<file path="src/rtl/bingo_mark_ctrl_pkg.sv">
// Shared definitions for the bingo mark controller.
// Holds the board geometry, the controller FSM state type, the line index
// constants and a helper that returns the 25-bit cell mask of a line.
package bingo_mark_ctrl_pkg;

  localparam int unsigned GRID  = 5;
  localparam int unsigned CELLS = 25;
  localparam int unsigned LINES = 12;

  // Lines 0-4 are rows, 5-9 are columns, 10 is the main diagonal and
  // 11 is the anti-diagonal.
  localparam logic [3:0] LN_ROW0 = 4'd0;
  localparam logic [3:0] LN_COL0 = 4'd5;
  localparam logic [3:0] LN_DIAG = 4'd10;
  localparam logic [3:0] LN_ANTI = 4'd11;
  localparam logic [3:0] LN_LAST = 4'(LINES - 1);

  typedef enum logic [1:0] {
    IDLE,
    SCAN,
    CHECK,
    DONE
  } state_t;

  // Cell i is at x = i % GRID, y = i / GRID. Out-of-range ln gives all zeros.
  function automatic logic [CELLS-1:0] line_mask(input logic [3:0] ln);
    logic [CELLS-1:0] m;
    int unsigned      l;
    m = '0;
    l = {28'd0, ln};
    for (int unsigned i = 0; i < GRID; i++) begin
      if (ln < LN_COL0)       m[l*GRID + i]          = 1'b1;
      else if (ln < LN_DIAG)  m[(l - GRID) + i*GRID] = 1'b1;
      else if (ln == LN_DIAG) m[i*(GRID + 1)]        = 1'b1;
      else if (ln == LN_ANTI) m[(i + 1)*(GRID - 1)]  = 1'b1;
    end
    return m;
  endfunction

endpackage

</file>
<file path="src/rtl/bingo_mark_ctrl_line_mask.sv">
// Combinational line-mask lookup.
// Ports:
//   ln   - line index 0..11 (rows, columns, diagonal, anti-diagonal)
//   mask - 25-bit mask of the cells belonging to that line
module bingo_line_mask
  import bingo_mark_ctrl_pkg::*;
(
  input  logic [3:0]       ln,
  output logic [CELLS-1:0] mask
);

  always_comb mask = line_mask(ln);

endmodule

</file>
<file path="src/rtl/bingo_mark_ctrl.sv">
// Bingo mark controller: accepts a number to mark, scans the 5x5 board map
// one cell per cycle for it, circles the first matching cell, then recounts
// all fully circled lines one line per cycle and publishes the count, its
// BCD form and the bingo flag.
// Ports:
//   clk, rst       - clock, asynchronous active-high reset
//   clear          - synchronous new-game clear (highest priority)
//   map            - board numbers, cell i at map[i*CELL_W +: CELL_W]
//   mark_num/valid - mark request, accepted while mark_ready is high
//   mark_ready     - high only in IDLE
//   mark_done      - one-cycle completion pulse
//   mark_hit       - last request found its number
//   circle         - circled-cell mask
//   line_cnt       - completed lines 0..12
//   display_nums   - BCD {tens, ones} of line_cnt
//   bingo          - line_cnt >= BINGO_LINES
module bingo_mark_ctrl
  import bingo_mark_ctrl_pkg::*;
#(
  parameter int CELL_W      = 5,
  parameter int BINGO_LINES = 5
) (
  input  logic                  clk,
  input  logic                  rst,
  input  logic                  clear,
  input  logic [25*CELL_W-1:0]  map,
  input  logic [CELL_W-1:0]     mark_num,
  input  logic                  mark_valid,
  output logic                  mark_ready,
  output logic                  mark_done,
  output logic                  mark_hit,
  output logic [CELLS-1:0]      circle,
  output logic [3:0]            line_cnt,
  output logic [7:0]            display_nums,
  output logic                  bingo
);

  state_t            state, state_next;
  logic [CELL_W-1:0] num_q;
  logic [4:0]        idx;
  logic [3:0]        ln;
  logic [3:0]        acc;
  logic [CELL_W-1:0] cell_num;
  logic              cell_match;
  logic              last_cell;
  logic [CELLS-1:0]  mask;
  logic              line_full;
  logic [3:0]        cnt_next;
  logic [7:0]        bcd_next;

  bingo_line_mask u_line_mask (
    .ln   (ln),
    .mask (mask)
  );

  always_comb begin
    cell_num   = map[32'(idx)*CELL_W +: CELL_W];
    cell_match = (cell_num == num_q);
    last_cell  = (idx == 5'(CELLS - 1));
    line_full  = ((circle & mask) == mask);
    cnt_next   = acc + {3'd0, line_full};
    bcd_next   = (cnt_next >= 4'd10) ? {4'd1, cnt_next - 4'd10} : {4'd0, cnt_next};
  end

  // State register
  always_ff @(posedge clk or posedge rst) begin
    if (rst)        state <= IDLE;
    else if (clear) state <= IDLE;
    else            state <= state_next;
  end

  // Next-state logic
  always_comb begin
    state_next = state;
    unique case (state)
      IDLE:  if (mark_valid)              state_next = SCAN;
      SCAN:  if (cell_match || last_cell) state_next = CHECK;
      CHECK: if (ln == LN_LAST)           state_next = DONE;
      DONE:                               state_next = IDLE;
      default:                            state_next = IDLE;
    endcase
  end

  // Outputs; a clear during DONE suppresses the completion pulse
  always_comb begin
    mark_ready = (state == IDLE);
    mark_done  = (state == DONE) && !clear;
  end

  // Datapath
  always_ff @(posedge clk or posedge rst) begin
    if (rst) begin
      num_q        <= '0;
      idx          <= '0;
      ln           <= LN_ROW0;
      acc          <= '0;
      mark_hit     <= 1'b0;
      circle       <= '0;
      line_cnt     <= '0;
      display_nums <= '0;
      bingo        <= 1'b0;
    end else if (clear) begin
      mark_hit     <= 1'b0;
      circle       <= '0;
      line_cnt     <= '0;
      display_nums <= '0;
      bingo        <= 1'b0;
    end else begin
      unique case (state)
        IDLE: begin
          if (mark_valid) begin
            num_q <= mark_num;
            idx   <= '0;
          end
        end
        SCAN: begin
          if (cell_match) begin
            circle   <= circle | (CELLS'(1) << idx);
            mark_hit <= 1'b1;
            ln       <= LN_ROW0;
            acc      <= '0;
          end else if (last_cell) begin
            mark_hit <= 1'b0;
            ln       <= LN_ROW0;
            acc      <= '0;
          end else begin
            idx <= idx + 5'd1;
          end
        end
        CHECK: begin
          if (ln == LN_LAST) begin
            line_cnt     <= cnt_next;
            display_nums <= bcd_next;
            bingo        <= (int'(cnt_next) >= BINGO_LINES);
          end else begin
            acc <= cnt_next;
            ln  <= ln + 4'd1;
          end
        end
        default: ;
      endcase
    end
  end

endmodule

</file>
<file path="config.mk">
export PLATFORM = sky130hd
export DESIGN_NAME = bingo_mark_ctrl
export DESIGN_NICKNAME = d
export VERILOG_FILES = /design/src/rtl/bingo_mark_ctrl_pkg.sv /design/src/rtl/bingo_mark_ctrl_line_mask.sv /design/src/rtl/bingo_mark_ctrl.sv
export SDC_FILE = /design/constraint.sdc
export NUM_CORES = 1
export LEC_CHECK = 0
export ABC_CLOCK_PERIOD_IN_PS = 6060
export CAP_MARGIN = 20
export CORE_MARGIN = 2
export CORE_UTILIZATION = 25
export DETAILED_ROUTE_END_ITERATION = 10
export HOLD_SLACK_MARGIN = 0.03
export SYNTH_ARGS = -nofsm -noshare
export SYNTH_HDL_FRONTEND = slang
export SYNTH_SLANG_ARGS = --single-unit
export TNS_END_PERCENT = 5
</file>
<file path="constraint.sdc">
create_clock -name clk -period 6.06 [get_ports clk]
set_input_delay 1.818 -clock clk [delete_from_list [all_inputs] [get_ports clk]]
set_output_delay 1.818 -clock clk [all_outputs]
set_load 0.02 [all_outputs]
</file>
# Word-level counts from Yosys, hierarchy flattened
# Index checks and enable logic that the tools add are counted.
[word_totals] output_inout_bits=41 inputBits=134 reg_bits=59
[classes] n_eq_ne=16 mux=92 bitwise_logic=11 magnitude_cmp=24 shifts=2 reduce_logical=28 multipliers=2 n_addsub=13
[ops] operator="greater-or-equal comparator 32 x 1 -> 1 bit (second input constant)" count=9
[ops] operator="< comparator 32 x 6 -> 1 bit (second input constant)" count=9
[ops] operator="OR 25 bit" count=9
[ops] operator="two-way mux 25 bit" count=8
[ops] operator="variable part select 125 x 9 -> 5 bit" count=1
[ops] operator="adder 32 x 4 -> 32 bit (second input constant)" count=2
[ops] operator="demux 1 bit (select 5 bit)" count=10
[ops] operator="two-way mux 1 bit" count=42
[ops] operator="two-way mux 20 bit" count=2
[ops] operator="adder 32 x 3 -> 32 bit (second input constant)" count=1
[ops] operator="adder 32 x 5 -> 32 bit (second input constant)" count=1
[ops] operator="two-way mux 16 bit" count=2
[ops] operator="two-way mux 4 bit" count=7
[ops] operator="AND 25 bit" count=1
[ops] operator="equality test 25 bit" count=1
[ops] operator="<< shifter 1 x 5 -> 25 bit (first input constant)" count=1
[ops] operator="two-way mux 12 bit" count=2
[ops] operator="two-way mux 8 bit" count=3
[ops] operator="two-way mux 5 bit" count=4
[ops] operator="adder 7 x 2 -> 8 bit (second input constant)" count=2
[ops] operator="one-hot mux 4 bit (2 select lines)" count=2
[ops] operator="two-way mux 6 bit" count=2
[ops] operator="!= test 3 bit (second input constant)" count=4
[ops] operator="nonzero test 2 bit" count=6
[ops] operator="35 further kinds" count=57

# Logic depth before layout (Yosys ltp)
# Gate-level depths: netlist (run 1).
[logic_depth] depth_word=31 mapped_depth=25 mapped_depth_nobuf=24

# By module
# A second synthesis (run 1) with hierarchy kept.
[unflattened] cells_unflattened=1066 area_unflattened_um2=8365.5
[by_module_without_submodules] module="bingo_line_mask" area_per_inst_um2=4371.7 n_inst=1 cells_each=656
[by_module_without_submodules] module="bingo_mark_ctrl" area_per_inst_um2=3993.8 n_inst=1 cells_each=410

# Least setup slack after synthesis (run 1)
# No wires, ideal clock.
[synth_path] path_type="reg2reg" start="register ln[1]" end="register display_nums[2]" t_arrival_ns=6.018 setup_slack_ns=-0.079 stages_incl_launch_ff=25 required_time_ns=5.938 path_buffers=3 path_cell_list="dfrtp_1 > buf_4 > inv_1 > ha_1 > buf_6 > o21ai_2 > inv_2 > clkbuf_1 > o21ai_0 > ha_1 > or4b_2 > nor4_2 > nand3_2 > o41a_1 > o31ai_1 > a21oi_1 > o41ai_1 > or4_1 > nor4_2 > ha_1 > ha_1 > inv_1 > ha_1 > nand2_1 > a32o_1"
[synth_via] elab_chain_len=28
[synth_rtl] item="start: declaration" line="bingo_mark_ctrl.sv:41" source="logic [3:0] ln;"
[synth_rtl] item="start signal: assignment" line="bingo_mark_ctrl.sv:137" source="ln <= ln + 4'd1;"
[synth_rtl] item="branches (longest 28 deep; another with greater-or-equal comparator 32 x 1 -> 1 bit)"
[synth_rtl] item="end signal: assignment" line="bingo_mark_ctrl.sv:133" source="display_nums <= bcd_next;"
[synth_rtl] item="end: declaration" line="bingo_mark_ctrl.sv:34" source="output logic [7:0] display_nums,"
# Parallel ways; which one is timed is not known. The select of a mux whose other input is x is not followed.
# A chain may end at the register's enable or synchronous reset.

# Worst setup path after layout (run 1)
# Ends and elaborated chain as after synthesis.

==> impl_metrics.ini, run 1 <==
[logic_synthesis]
synth_ff_type = dfrtp_1
async_reset_ff_share_pct = 100
synth_edf_count = 0
yosysWarnings = 0
synth_top_family_by_area = simple AND/OR/NAND/NOR gates
muxShareOfSynthArea_pct = 10.3
yosys.area_share.simple_pct = 27.1
syn_area_sq_um = 8220
synth-compound-area-share_pct = 26.9
syn_avg_cell_area_sq_um = 8.04
syn_inst = 1022
yosysSeqAreaShare_pct = 16.7
synth_adder_area_share_pct = 9.23
yosys_register_bits = 55
synthXorXnorAreaFrac_pct = 2.88
ys_types = 97

[timing]
finalWorstSetupSlack_ns = 0.212
fin_worst_skew_ns = 0.00679
min_period_ns = 5.85
clock.fmax_mhz = 171
setup_viol = 0
finalMaxSlewViolations = 0
hold_violations = 0
relSlewSlack_pct = 37.9
tightest_slew_ns = 0.932
finalCritPeriodShare_pct = 96.5

[route]
post_drt_wl_per_cell_microns = 22.0
drc = 0
firstDrtPassIters = 6
dr.first_iter.drc_count = 1041
postRouteAntennaNets = 0
wl_microns = 35900
viasPerCell = 5.85
vias = 9550

[worst_hold_path]
worstHoldPathCells = 2
hold_path_class = flop to flop
min_delay_worst_endpoint = line_cnt[3]
hold_start = line_cnt[3]

[clock_network]
cts_buffers = 5
ctsHoldBuffers = 0
clock_sinks = 55
h-tree-depth = 2
ctsLongestPathBuffers = 2
clk_latency_ns = 0.31
cts_root_buf = clkbuf_16
cts_tree = built
clkSlewWorstSetupHoldPaths_ns = 0.08

[floorplanning]
initial_core_util_pct = 25.3
coreArea_sq_um = 32500
die_h_microns = 185
die_w_microns = 185
io_pins = 175
rows = 66
die-area_sq_um = 34300

[power]
vdd_drop_max_mv = 0.182
p_switching_w = 0.00241
switching_share_pct = 54.8
power_density_nw_per_um2 = 406
power.total_w = 0.00441
p_int_w = 0.00199
power_frac_seq_pct = 10.5
power_leakage_nw = 3.98
p_clk_share_pct = 9.0
comb_power_share_pct = 80.5

[status]
status = finished, final reports clean

[run]
cap_violations = 0

[finish]
fin_cells = 1633
drive_gt1_share_pct = 12.8
multi_input_area_sq_um = 6390
n_antenna_cell = 0
area_growth_pct = 32.1
fill_cells = 3371
finalInstanceArea_sq_um = 10900
ff_latch_area_sq_um = 1380
final_nets = 1384

[placement]
placed_area_sq_um = 10500
gp_congestion = 1.03
io_buffers = 171
dp_cells = 1619
place_hpwl_microns = 28400
dp_slack_ns = 0.0866

[global_routing]
grt_max_degree = 56
overflow = 0
grt_pass1_vias = 9274
track_usage_pct = 20.7
grt_first_pass_wirelength_microns = 54500
antenna_found_initial = 0

[critical_path]
ff2ff_setup_slack_ns = 0.21
r2r_start = ln[1]
crit_path_end_kind = flop
path_cells = buf_4 -> ha_1 -> ha_1 -> fa_1 -> buf_4 -> nand3_1 -> a31oi_1 -> a22oi_1 -> and2_1 -> a32oi_1 -> a311oi_1 -> or4_1 -> or4_1 -> nor4_4 -> ha_1 -> ha_1 -> xnor2_1 -> ha_1 -> nand2_1 -> a32o_1
crit_type = flop to flop
slowest_delay_ns = 0.66
worstRegToRegCells = 20
crit_fanout = 15
reg2reg_to = display_nums[2]
cp_common_cell = ha_1
worstPathRequired_ns = 6.26
cp.arrival_ns = 6.05
cp_slowest_cell = fa_1
worstSetupStartpointType = flop
[per-layer routing]
metal  global-route usage [%]  wire (microns)  up-vias
met4                     8.95            1820        0
met2                     34.8           16800      598
met5                        0               0        -
met3                     4.23            3540      118
li1                         -               -     4299
met1                     25.6           13800     4535
[per-stage QoR]
step / hold WS (ns) / util, % / TNS, ns
finish: 0.486 / 33.4 / 0
global route: 0.519 / 33.4 / -0.0106
CTS: 0.491 / 33.0 / 0
detailed placement: 0.467 / 32.4 / 0
global placement: 0.470 / 32.4 / 0
floorplan: 0.479 / - / 0
[cell type report]
cell class	count	area share, %
sequential	55	12.7
tap	442	5.10
clock inverter	3	0.657
inverter	41	1.44
clock buffer	5	1.15
timing repair buffer	232	20.1
multi-input combinational	855	58.9
[repair_timing]
item,in CTS,in global routing
endpoints found under the setup margin,0,7
buffers inserted,0,6
gates resized for setup,0,21
hold endpoints to repair,0,0
[cell usage after synthesis, types with 16 or more instances]
cell / instances / area share, %
nand4_1: 35 / 2.7
mux4_2: 26 / 7.1
a31oi_1: 29 / 2.2
dfrtp_1: 55 / 17
nand2_1: 88 / 4.0
xnor2_1: 16 / 1.7
a21oi_1: 41 / 2.5
o22ai_1: 21 / 1.6
ha_1: 59 / 9.0
o21ai_0: 41 / 2.5
mux2i_1: 18 / 2.2
inv_1: 36 / 1.6
nand2b_1: 19 / 1.4
nor3_1: 30 / 1.8
nor2_1: 75 / 3.4
nand3_1: 47 / 2.9
o2bb2ai_1: 20 / 2.1
clkbuf_1: 36 / 1.6
[power by group through the flow]
stage / Sequential (W) / Combinational, W / Clock (W)
3_3_place_gp: 0.000473 / 0.00335 / 0
2_1_floorplan: 0.000437 / 0.00232 / 0
4_1_cts: 0.000466 / 0.00333 / 0.000403
3_5_place_dp: 0.000472 / 0.00331 / 0
6_report: 0.000464 / 0.00355 / 0.000395
5_1_grt: 0.000473 / 0.00380 / 0.000418
[cells in the final DEF, fill, tap and decap left out, types with 6 or more instances in the layout]
cell type and instances:
clkdlybuf4s50_1 171, nand2_1 88, nor2_1 75, buf_4 59, ha_1 58, dfrtp_1 53
nand3_1 47, o21ai_0 41, a21oi_1 40, inv_1 35, nand4_1 35, nor3_1 29
a31oi_1 29, mux4_2 26, o22ai_1 21, o2bb2ai_1 20, nand2b_1 19, mux2i_1 18
a32oi_1 15, xnor2_1 15, and3_1 14, and2_1 14, a211oi_1 14, nor2b_1 13
or3_1 12, a22oi_1 12, nand3b_1 11, o211ai_1 10, a311oi_1 10, nor4_1 9
o21a_1 8, mux2_2 7, a22o_1 7, o31ai_1 7, a41oi_1 6
[worst max path at each step]
| stage | startpoint | end | slack, ns | cells after the start |
|---|---|---|---|---|
| 2_1_floorplan | ln[1] | display_nums[2] | 0.36 | 24 |
| 3_3_place_gp | ln[0] | display_nums[2] | 0.13 | 24 |
| 3_5_place_dp | ln[0] | display_nums[2] | 0.09 | 24 |
| 4_1_cts | ln[0] | display_nums[2] | 0.03 | 24 |
| 5_1_grt | ln[0] | display_nums[2] | -0.01 | 24 |
| 6_report | ln[1] | display_nums[2] | 0.21 | 20 |
[kinds of logic after synthesis]
logic type      Yosys count
simple gates            412
compound gates          305
buf+inv                 114
fa+ha+maj                60
flops                    55
mux                      51
xor+xnor                 24
other cells               1
[worst max-delay path: cells and delay by family (launching register included)]
family | cells | cell delay (ns)
buffers and inverters | 2 | 0.45
AND/OR/NAND/NOR | 6 | 1.72
adder cells (fa/ha/maj) | 6 | 1.95
XOR/XNOR | 1 | 0.14
flip-flops | 1 | 0.38
AO/OA/AOI/OAI | 5 | 1.07
[state kept, by name (all words and copies together) (netlist names)]
| name | cells |
|---|---|
| line_cnt | 4 |
| mark_hit | 1 |
| num_q | 5 |
| acc | 4 |
| ln | 4 |
| circle | 25 |
| state | 2 |
| idx | 5 |
| bingo | 1 |
| display_nums | 4 |
No activity file was read; power rests on OpenSTA's default activity.
==> run 2: changes to the inputs <==
--- a/config.mk
+++ b/config.mk
@@ -11,6 +11,7 @@
 export CORE_UTILIZATION = 25
 export DETAILED_ROUTE_END_ITERATION = 10
 export HOLD_SLACK_MARGIN = 0.03
+export SLEW_MARGIN = 10
 export SYNTH_ARGS = -nofsm -noshare
 export SYNTH_HDL_FRONTEND = slang
 export SYNTH_SLANG_ARGS = --single-unit
==> results of run 2 <==
The final DEF is identical to that of run 1; final timing and power are the same.
==> run 3: changes to the inputs <==
--- a/config.mk
+++ b/config.mk
@@ -5,6 +5,7 @@
 export SDC_FILE = /design/constraint.sdc
 export NUM_CORES = 1
 export LEC_CHECK = 0
+export ABC_AREA = 0
 export ABC_CLOCK_PERIOD_IN_PS = 6060
 export CAP_MARGIN = 20
 export CORE_MARGIN = 2
==> results of run 3 <==
The final DEF is identical to that of run 1; final timing and power are the same.
